[config.mk]
export PLATFORM = sky130hd
export DESIGN_NAME = dsp_dot_product_ctrl
export DESIGN_NICKNAME = d
export VERILOG_FILES = /design/src/rtl/dsp_dot_product_ctrl.sv
export SDC_FILE = /design/constraint.sdc
export NUM_CORES = 1
export LEC_CHECK = 0
export ABC_AREA = 1
export CORE_MARGIN = 1.5
export CORE_UTILIZATION = 39
export CTS_CLUSTER_DIAMETER = 60
export DETAILED_ROUTE_END_ITERATION = 8
export HOLD_SLACK_MARGIN = 0.05
export PLACE_DENSITY_LB_ADDON = 0.05
export SETUP_SLACK_MARGIN = 0.2
export SKIP_CTS_REPAIR_TIMING = 1
export SLEW_MARGIN = 20
export SYNTH_ARGS = -nofsm -noshare
export SYNTH_HDL_FRONTEND = slang
export SYNTH_SLANG_ARGS = --single-unit
[constraint.sdc]
create_clock -name clk -period 1.99 [get_ports clk]
set_clock_uncertainty 0.2 [all_clocks]
set_input_delay 0.199 -clock clk [delete_from_list [all_inputs] [get_ports clk]]
set_output_delay 0.199 -clock clk [all_outputs]
set_load 0.005 [all_outputs]
[src/rtl/dsp_dot_product_ctrl.sv]
// Dot-product sequencer for a DSP48A1 slice. Operand pairs from the input
// stream are fed to the DSP; gaps in the stream become zero-product bubbles
// so the DSP pipeline never stalls. The accumulated P is captured once the
// last product has drained through the slice.
//
// state   | meaning
// --------+----------------------------------------------------------
// S_IDLE  | waiting for start; len sampled here
// S_ACCUM | accepting operand pairs until the pair counter hits 0
// S_DRAIN | LATENCY cycles for the last product to reach dsp_p
// S_DONE  | res_valid held with stable res_data until res_ready
module dsp_dot_product_ctrl #(
   parameter int LATENCY = 4,
   parameter int OPM_DLY = 1,
   parameter int LEN_W   = 8
) (
   input  logic                clk,
   input  logic                rst,
   input  logic                start,
   input  logic [LEN_W-1:0]    len,
   input  logic                in_valid,
   output logic                in_ready,
   input  logic signed [17:0]  in_a,
   input  logic signed [17:0]  in_b,
   output logic [17:0]         dsp_a,
   output logic [17:0]         dsp_b,
   output logic [17:0]         dsp_d,
   output logic [47:0]         dsp_c,
   output logic [7:0]          dsp_opmode,
   output logic                dsp_ce,
   output logic                dsp_rst,
   input  logic [47:0]         dsp_p,
   output logic                res_valid,
   input  logic                res_ready,
   output logic signed [47:0]  res_data,
   output logic                busy
);

   localparam int DRN_W = (LATENCY > 1) ? $clog2(LATENCY) : 1;

   // X=M, Z=0: first product of a run restarts the accumulator
   localparam logic [7:0] OPM_FIRST = 8'b0000_0001;
   // X=M, Z=P: accumulate onto the running sum
   localparam logic [7:0] OPM_ACC   = 8'b0000_1001;

   typedef enum logic [1:0] {
      S_IDLE,
      S_ACCUM,
      S_DRAIN,
      S_DONE
   } state_t;

   state_t             state_q;
   state_t             state_d;
   logic [LEN_W-1:0]   pair_cnt;
   logic [DRN_W-1:0]   drain_cnt;
   logic               first_seen;
   logic               accept;
   logic [7:0]         opm_pipe [0:OPM_DLY];

   assign dsp_d      = '0;
   assign dsp_c      = '0;
   assign dsp_ce     = 1'b1;
   assign dsp_rst    = rst;
   assign dsp_opmode = opm_pipe[OPM_DLY];

   // State register
   always_ff @(posedge clk) begin
      if (rst) state_q <= S_IDLE;
      else     state_q <= state_d;
   end

   // Next-state decode and state-derived handshake outputs
   always_comb begin
      state_d   = state_q;
      in_ready  = 1'b0;
      res_valid = 1'b0;
      busy      = 1'b1;
      accept    = 1'b0;
      case (state_q)
         S_IDLE: begin
            busy = 1'b0;
            if (start) state_d = (len == '0) ? S_DONE : S_ACCUM;
         end
         S_ACCUM: begin
            in_ready = 1'b1;
            accept   = in_valid;
            if (in_valid && pair_cnt == LEN_W'(1)) state_d = S_DRAIN;
         end
         S_DRAIN: begin
            if (drain_cnt == '0) state_d = S_DONE;
         end
         S_DONE: begin
            res_valid = 1'b1;
            if (res_ready) state_d = S_IDLE;
         end
         default: state_d = S_IDLE;
      endcase
   end

   // Pair counter, drain timer, result capture and first-pair tracking
   always_ff @(posedge clk) begin
      if (rst) begin
         pair_cnt   <= '0;
         drain_cnt  <= '0;
         res_data   <= '0;
         first_seen <= 1'b0;
      end else begin
         case (state_q)
            S_IDLE: begin
               if (start) begin
                  pair_cnt   <= len;
                  first_seen <= 1'b0;
                  if (len == '0) res_data <= '0;
               end
            end
            S_ACCUM: begin
               if (accept) begin
                  pair_cnt   <= pair_cnt - LEN_W'(1);
                  first_seen <= 1'b1;
                  if (pair_cnt == LEN_W'(1)) drain_cnt <= DRN_W'(LATENCY - 1);
               end
            end
            S_DRAIN: begin
               if (drain_cnt == '0) res_data <= $signed(dsp_p);
               else                 drain_cnt <= drain_cnt - DRN_W'(1);
            end
            default: ;
         endcase
      end
   end

   // DSP operand register: accepted pair or a zero bubble every cycle
   always_ff @(posedge clk) begin
      if (rst) begin
         dsp_a <= '0;
         dsp_b <= '0;
      end else begin
         dsp_a <= accept ? in_a : '0;
         dsp_b <= accept ? in_b : '0;
      end
   end

   // Opmode delay line: stage 0 aligns with dsp_a, stage OPM_DLY drives the DSP.
   // Bubbles ahead of the first pair also clear Z so nothing leaks from a prior run.
   always_ff @(posedge clk) begin
      if (rst) begin
         for (int i = 0; i <= OPM_DLY; i++) opm_pipe[i] <= '0;
      end else begin
         opm_pipe[0] <= first_seen ? OPM_ACC : OPM_FIRST;
         for (int i = 1; i <= OPM_DLY; i++) opm_pipe[i] <= opm_pipe[i-1];
      end
   end

endmodule

# == Word-level counts from Yosys, hierarchy flattened ==
# Memories as Yosys holds them, arrays and structs flattened.
# Index checks and enable logic that the tools add are counted.
# totals
n_memories,1
ramBits,16
out_inout_bits,163
ff_bits,97
# classes
n_mux,30
eq_ne,12
bitwise,3
add_sub_neg,2
n_reduce_logical,12
# memory_table
name,words,word_bits,rd,rd_ports_with_merged_regs,write_ports,line,text
opm_pipe,2,8,2,0,2,59,logic [7:0] opm_pipe [0:OPM_DLY];
# op_table
operator,n
$mux W48,3
$pmux W48 S2,1
$mux W8,4
$mux W2,8
$ne A2 B2 Y1 const B,8
$pmux W8 S2,1
$reduce_and A4 Y1,3
$mux W1,9
$eq A8 B1 Y1 const B,1
$logic_not A8 Y1,1
$pmux W2 S4,1
$sub A8 B1 Y8 const B,1
$reduce_bool A2 Y1,3
$eq A2 B2 Y1 const B,2
$logic_not A2 Y1,2
$mux W4,1
$pmux W2 S2,1
$reduce_and A3 Y1,1
$eq A2 B1 Y1 const B,1
$or A1 B1 Y1,2
$pmux W1 S2,1
$reduce_or A2 Y1,1
$sub A2 B1 Y2 const B,1
$logic_and A1 B1 Y1,1
$not A1 Y1,1

# == Logic depth before layout (Yosys ltp) ==
# Gate-level depths: netlist of run 1.
# logic_depth
word_depth,4
ltp_mapped,11

# == Worst setup path before layout of run 1 ==
# OpenSTA, ideal clock, no wires.
# synth_path
kind,flip-flop to flip-flop
from,register state_q[0]
to,register res_data[0]
setup_time_ns,0.115
path_buffers,3
path_slack_ns,0.198
required_time_ns,1.675
stages_incl_launch_ff,11
synth_period_minus_slack_ns,1.792
arrival_time_ns,1.477
cell_sequence,dfxtp_1 > inv_1 > ha_1 > buf_2 > inv_1 > nor2_1 > o21bai_2 > buf_6 > buf_4 > a21oi_1 > nor2_1
# synth_via
elab_chain_cells,3
word_cells_on_any_way,8
cone_classes,eq/ne: 4; mux: 1; reduce/logical: 3
# synth_lines
element,line,text
start: declaration,53,state_t state_q;
start signal: assignment,70,else state_q <= state_d;
$eq A2 B2 Y1 / $logic_not A2 Y1 (equally long branches),109,case (state_q)
$ne A2 B2 Y1 (no source line) / $reduce_bool A2 Y1 (equally long branches),n/a,
$reduce_and A4 Y1 (no source line),n/a,
end signal: assignment,125,if (drain_cnt == '0) res_data <= $signed(dsp_p);
end: declaration,35,"output logic signed [47:0] res_data,"
# Several ways; a longest one is shown, not always the timed one.
# A chain may end at the register's enable or synchronous reset.

# == Worst setup path in the final report of run 1 ==
# layout_path
from,register state_q[0]
to,register res_data[13]
# The elaborated chain is that of the path after synthesis.

==> results.toml, run 1 <==
[yosys]
netlist_instances = 667
synthDistinctLibCells = 20
ys_warn_count = 0
synth_area_per_cell_um2 = 7.061
ys_seq_area_share_pct = 42.93
ys_seq_elements = 101
synth_area_mm2 = 0.004710

[clock_network]
clock-root-buffer = "clkbuf_16"
clk_path_buf_depth = 2
cts_tree = "yes"
clock_latency_ps = 340
htree_levels = 3
numCtsBuffers = 9
cts_sinks = 101
path_clk_slew_ps = 70

[power]
finalPower_uw = 8671
p_int_uw = 5522
comb_power_share_pct = 46.9
power_frac_clock_pct = 23.6
power_switching_uw = 3150
power.density_mw_per_mm2 = 1151
worst_ir_drop_vdd_uv = 683.2
swShare_pct = 36.32
p_leak_uw = 0.003235
p_seq_share_pct = 29.4

[flow_run]
cap_violations = 0

[worst_setup_path]
critPathTopFamily = "buffers and inverters"
timing_worst_setup_path_type = "flop to flop"
r2r_end = "res_data[13]"
rrSetupSlack_ps = 200
arrival_ps = 1820
cp_max_fo = 6
rr_worst_depth = 9
cp.required_ps = 2020
max_stage_delay_ps = 370
crit_path_end_kind = "flop"
r2r_start = "state_q[0]"
crit_chain = "inv_4 -> ha_4 -> buf_6 -> nor2_4 -> o21bai_4 -> clkbuf_16 -> clkbuf_16 -> a21oi_2 -> nor2_1"
cp_common_cell = "clkbuf_16"
setup.worst_path.start = "state_q[0]"
critPathLaunchType = "flop"
cp_num_buf_inv = 4
crit_slowest_cell = "dfxtp_4"

[worst_hold_path]
min_to = "dsp_a[16]"
hp-class = "input port to flop"
hold_start = "in_a[16]"
whs_path_depth = 3

[global_routing]
grt_use_total_pct = 18.05
grt_pass1_wl_um = 18560
first_global_vias = 3988
antenna_found_initial = 0
grt_overflow = 0
grt_max_degree = 56

[drt]
via_count = 4558
drtAntennaViolNets = 0
wl_per_cell_um = 13.70
remaining_drc_errors = 0
drt_iter0_drc = 236
viasPerCell = 4.544
drtPass1Iterations = 4
wirelength_um = 13740

[timing]
setup_ws_ps = 204.5
post-route-period-util_pct = 89.72
drv_slew = 0
max_freq_ghz = 0.5601
rsz0062_at_grt = "yes"
post-route-min-period_ps = 1785
finalHoldViolCount = 0
finalSetupViolCount = 0

[finish]
fin_nets = 959
drive_gt1_share_pct = 13.95
final_util_pct = 64.88
multiInputGateArea_mm2 = 0.002291
seq_area_mm2 = 0.002029
nFillCells = 1005
diodes = 0
final_area_mm2 = 0.007535
area_growth_pct = 59.99

[die]
core_mm2 = 0.01161
die_w_um = 112.9
rows = 39
dieArea_mm2 = 0.01274
initial_utilization_pct = 40.55
io_pins = 260
die_height_um = 112.9

[placement]
port-buffer-count = 186
dp_hpwl_um = 8371
place.gp.congestion = 0.8282
dp_worst_setup_slack_ps = 67.47
place_area_mm2 = 0.006450

[run_status]
run_status = "finished, final reports clean"
==> Yosys cell counts <==
library cell / instances / area share, %
a21oi_1: 59 / 6.3
buf_2: 12 / 1.3
buf_4: 80 / 13
buf_6: 1 / 0.24
clkbuf_1: 21 / 1.7
clkinv_1: 1 / 0.080
conb_1: 2 / 0.16
dfxtp_1: 101 / 43
ha_1: 7 / 1.9
inv_1: 59 / 4.7
inv_2: 1 / 0.080
nand2_1: 143 / 11
nand2_2: 1 / 0.13
nand3_1: 56 / 6.0
nor2_1: 105 / 8.4
nor3_1: 1 / 0.11
o21ai_0: 14 / 1.5
o21bai_2: 1 / 0.24
o22ai_1: 1 / 0.13
o31ai_1: 1 / 0.16
==> routing by layer <==
| metal | track usage (%) | routed length (um) | vias to the layer above |
|---|---|---|---|
| li1 | - | - | 2282 |
| met1 | 20.92 | 5404 | 2058 |
| met2 | 30.61 | 6748 | 194 |
| met3 | 6.374 | 1244 | 24 |
| met4 | 7.167 | 345 | 0 |
| met5 | 0 | 0 | - |
==> power by group through the flow <==
stage	clock, uW	sequential, uW	combinational (uW)
finish	2050	2550	4070
CTS	2110	2510	3070
floorplan	0	2550	1940
global placement	0	2540	3010
global route	2200	2590	4470
detailed placement	0	2550	3060
==> area by class of cell <==
type                            instances  area share [%]
Clock buffer                           11           3.354
Clock inverter                          5           1.411
Inverter                               61           3.188
Multi-Input combinational cell        462           30.41
Sequential cell                       101           26.93
Tap cell                              143           2.375
Timing Repair Buffer                  219           32.23
Timing Repair inverter                  1         0.09963
==> worst max-delay path by stage <==
stage | end | depth (start not counted) | slack [ps]
2_1_floorplan | res_data[0] | 10 | 230
3_3_place_gp | res_data[10] | 8 | 80
3_5_place_dp | res_data[1] | 8 | 70
4_1_cts | busy | 5 | -180
5_1_grt | res_data[46] | 10 | 130
6_report | res_data[13] | 9 | 200
==> worst reg2reg max path, cell delays in order, from the launching register on <==
cell	delay (ps)
dfxtp_4	370
inv_4	80
ha_4	150
buf_6	120
nor2_4	30
o21bai_4	190
clkbuf_16	190
clkbuf_16	160
a21oi_2	140
nor2_1	50
==> flip-flops by register name (all words and copies together) (netlist names) <==
name / flops
pair_cnt: 8
res_data: 48
dsp_a: 18
state_q: 2
first_seen: 1
drain_cnt: 2
dsp_b: 18
opm_pipe: 4
==> cells by family after synthesis <==
group                    share of synthesized area [%]
adder cells (fa/ha/maj)                          1.860
other                                           0.1595
AO/OA/AOI/OAI                                    8.289
AND/OR/NAND/NOR                                  25.96
flip-flops                                       42.93
buffers and inverters                            20.80
==> per-stage QoR <==
stage                     setup TNS, ps  hold slack (ps)  instances
after floorplan                       0            111.2        738
after global placement                0            197.1        966
after detailed placement              0            209.3        966
after CTS                        -210.4            160.2        982
after global routing                  0            186.0       1003
final                                 0            177.6       1003
==> placed cells by master (no fill, tap or decap), drive strengths merged, types with 7 or more instances in the layout <==
master	synthesis	layout
clkbuf	21	21
o21ai	14	14
dfxtp	101	101
nand3	56	56
nand2	144	144
conb	2	73
ha	7	7
a21oi	59	59
clkdlybuf4s50	0	183
buf	93	23
inv	60	59
nor2	105	105
Power figures use the tool's default switching activity.
==> inputs of run 2 (changes only) <==
--- a/config.mk
+++ b/config.mk
@@ -11,6 +11,7 @@
 export CTS_CLUSTER_DIAMETER = 60
 export DETAILED_ROUTE_END_ITERATION = 8
 export HOLD_SLACK_MARGIN = 0.05
+export MAX_ROUTING_LAYER = met4
 export PLACE_DENSITY_LB_ADDON = 0.05
 export SETUP_SLACK_MARGIN = 0.2
 export SKIP_CTS_REPAIR_TIMING = 1
==> run 2 against run 1 <==
  * Sequential power about the same
  * Non-clock buffer count down 5
  * First-iteration DRC count increased by 11%
  * Combinational power is 8.4% lower
  * Sequential share of layout area is 1.0 points higher
  * Utilization decreased by 2.4 points
  * Worst hold slack about the same
  * Critical endpoint is now res_data[31]
  * Highest routed layer unchanged
==> results.toml, run 2 (synthesized netlist as in run 1, its figures left out) <==
[run_status]
run_status = "finished, final reports clean"

[finish]
top_register = "res_data"
final_cell_mix = "clkdlybuf4s50_1, nand2_1, nor2_1"
final_common_cell = "clkdlybuf4s50_1"
largest_reg_flops = 48
fin_nets = 954
diodes = 0
nFillCells = 1036
area_growth_pct = 54.01
drive_gt1_share_pct = 8.538
reg_top3 = "res_data: 48 flops, dsp_a: 18 flops, dsp_b: 18 flops"

[worst_hold_path]
hold_start = "in_a[16]"
min_to = "dsp_a[16]"
hp-class = "input port to flop"
whs_path_depth = 3

[timing]
post-route-min-period_ps = 1808
drv_slew = 0
setup_ws_ps = 182.2
max_freq_ghz = 0.5532
rsz0062_at_grt = "yes"
post-route-period-util_pct = 90.84
fin_tns_setup_ps = 0
finalHoldViolCount = 0
finalSetupViolCount = 0

[global_routing]
first_global_vias = 4005
grt_pass1_wl_um = 18530
grt_overflow = 0
grt_max_degree = 56
antenna_found_initial = 0
grt_use_total_pct = 18.60

[drt]
via_count = 4514
wirelength_um = 13260
drtAntennaViolNets = 0
remaining_drc_errors = 0
drtPass1Iterations = 4
viasPerCell = 4.523
drt_iter0_drc = 261
wl_per_cell_um = 13.29

[power]
p_leak_uw = 0.003170
worst_ir_drop_vdd_uv = 675.6
power.density_mw_per_mm2 = 1146

[die]
initial_utilization_pct = 40.55
io_pins = 260
dieArea_mm2 = 0.01274
rows = 39
die_height_um = 112.9
core_mm2 = 0.01161
die_w_um = 112.9

[worst_setup_path]
max_stage_delay_ps = 380
cp_max_fo = 8
rr_worst_depth = 10
cp_num_buf_inv = 4
r2r_end = "res_data[31]"
r2r_start = "state_q[0]"
critPathTopFamily = "buffers and inverters"
crit_chain = "inv_2 -> ha_4 -> buf_4 -> nor2_2 -> o21bai_4 -> buf_12 -> clkbuf_16 -> nand3_1 -> nand2_1 -> nor2_1"
crit_path_end_kind = "flop"
cp.required_ps = 2020
arrival_ps = 1840
crit_slowest_cell = "dfxtp_4"
timing_worst_setup_path_type = "flop to flop"
critPathLaunchType = "flop"
rrSetupSlack_ps = 180

[clock_network]
htree_levels = 3
cts_sinks = 101
clock-root-buffer = "clkbuf_16"
clk_path_buf_depth = 2
clock_latency_ps = 340
numCtsBuffers = 9
cts_tree = "yes"
path_clk_slew_ps = 70

[placement]
port-buffer-count = 186
dp_worst_setup_slack_ps = 67.47
dp_hpwl_um = 8371
place.gp.congestion = 0.8408

[flow_run]
cap_violations = 0
## run 2: worst max path at each step
stage                          start  depth (start not counted)           end  slack, ps
after global routing      state_q[0]                         10  res_data[20]        110
final                     state_q[0]                         10  res_data[31]        180
after floorplan           state_q[0]                         10   res_data[0]        230
after detailed placement      len[0]                          8   res_data[1]         70
after CTS                 state_q[1]                          5          busy       -180
after global placement        len[0]                          8  res_data[10]         80
## run 2: metrics by stage
step	total power [uW]	utilization [%]	cell area, um^2	hold slack [ps]	std cells
6_report	8314	62.45	7253	177.4	998
5_1_grt	8897	62.45	7253	186.0	998
4_1_cts	7684	58.63	6809	160.2	982
3_5_place_dp	5611	55.54	6450	209.3	966
3_3_place_gp	5547	55.54	6450	197.1	966
2_1_floorplan	4494	-	4977	111.2	738
## run 2: worst register-to-register path, stage by stage, from the launching register on
cell       delay, ps
dfxtp_4          380
inv_2             60
ha_4             160
buf_4            140
nor2_2            90
o21bai_4         150
buf_12           190
clkbuf_16        160
nand3_1           80
nand2_1           70
nor2_1            40
## run 2: layout make-up
cell class              instances  area (um^2)  area share (%)
repair inverters                1        7.507          0.1035
clock inverters                 5        106.4           1.466
repair buffers                214         2362           32.57
multi-input cells             462         2081           28.69
clock buffers                  11        252.7           3.485
flip-flops and latches        101         2027           27.95
inverters                      61        237.7           3.278
well taps                     143        178.9           2.467
## run 2: per-layer routing
layer  vias up  GRT usage (%)  share of wire, %
met5         -              -                 0
met2       176          30.61                49
li1       2279              -                 -
met3        18          4.874               7.5
met1      2041          21.88                42
met4         0          7.167               1.8
## run 2: power breakdown
| part | internal [uW] | leakage (uW) | total [uW] | switching (uW) |
|---|---|---|---|---|
| Combinational | 1720 | 0.00218 | 3730 | 2010 |
| Sequential | 2360 | 0.000821 | 2530 | 175 |
| Clock | 1300 | 0.000172 | 2050 | 754 |
| Total | 5380 | 0.00317 | 8310 | 2940 |
==> inputs of run 3 (changes only) <==
--- a/config.mk
+++ b/config.mk
@@ -6,6 +6,7 @@
 export NUM_CORES = 1
 export LEC_CHECK = 0
 export ABC_AREA = 1
+export CAP_MARGIN = 20
 export CORE_MARGIN = 1.5
 export CORE_UTILIZATION = 39
 export CTS_CLUSTER_DIAMETER = 60
==> results of run 3 <==
No change in the layout: final DEF, timing and power equal those of run 2.
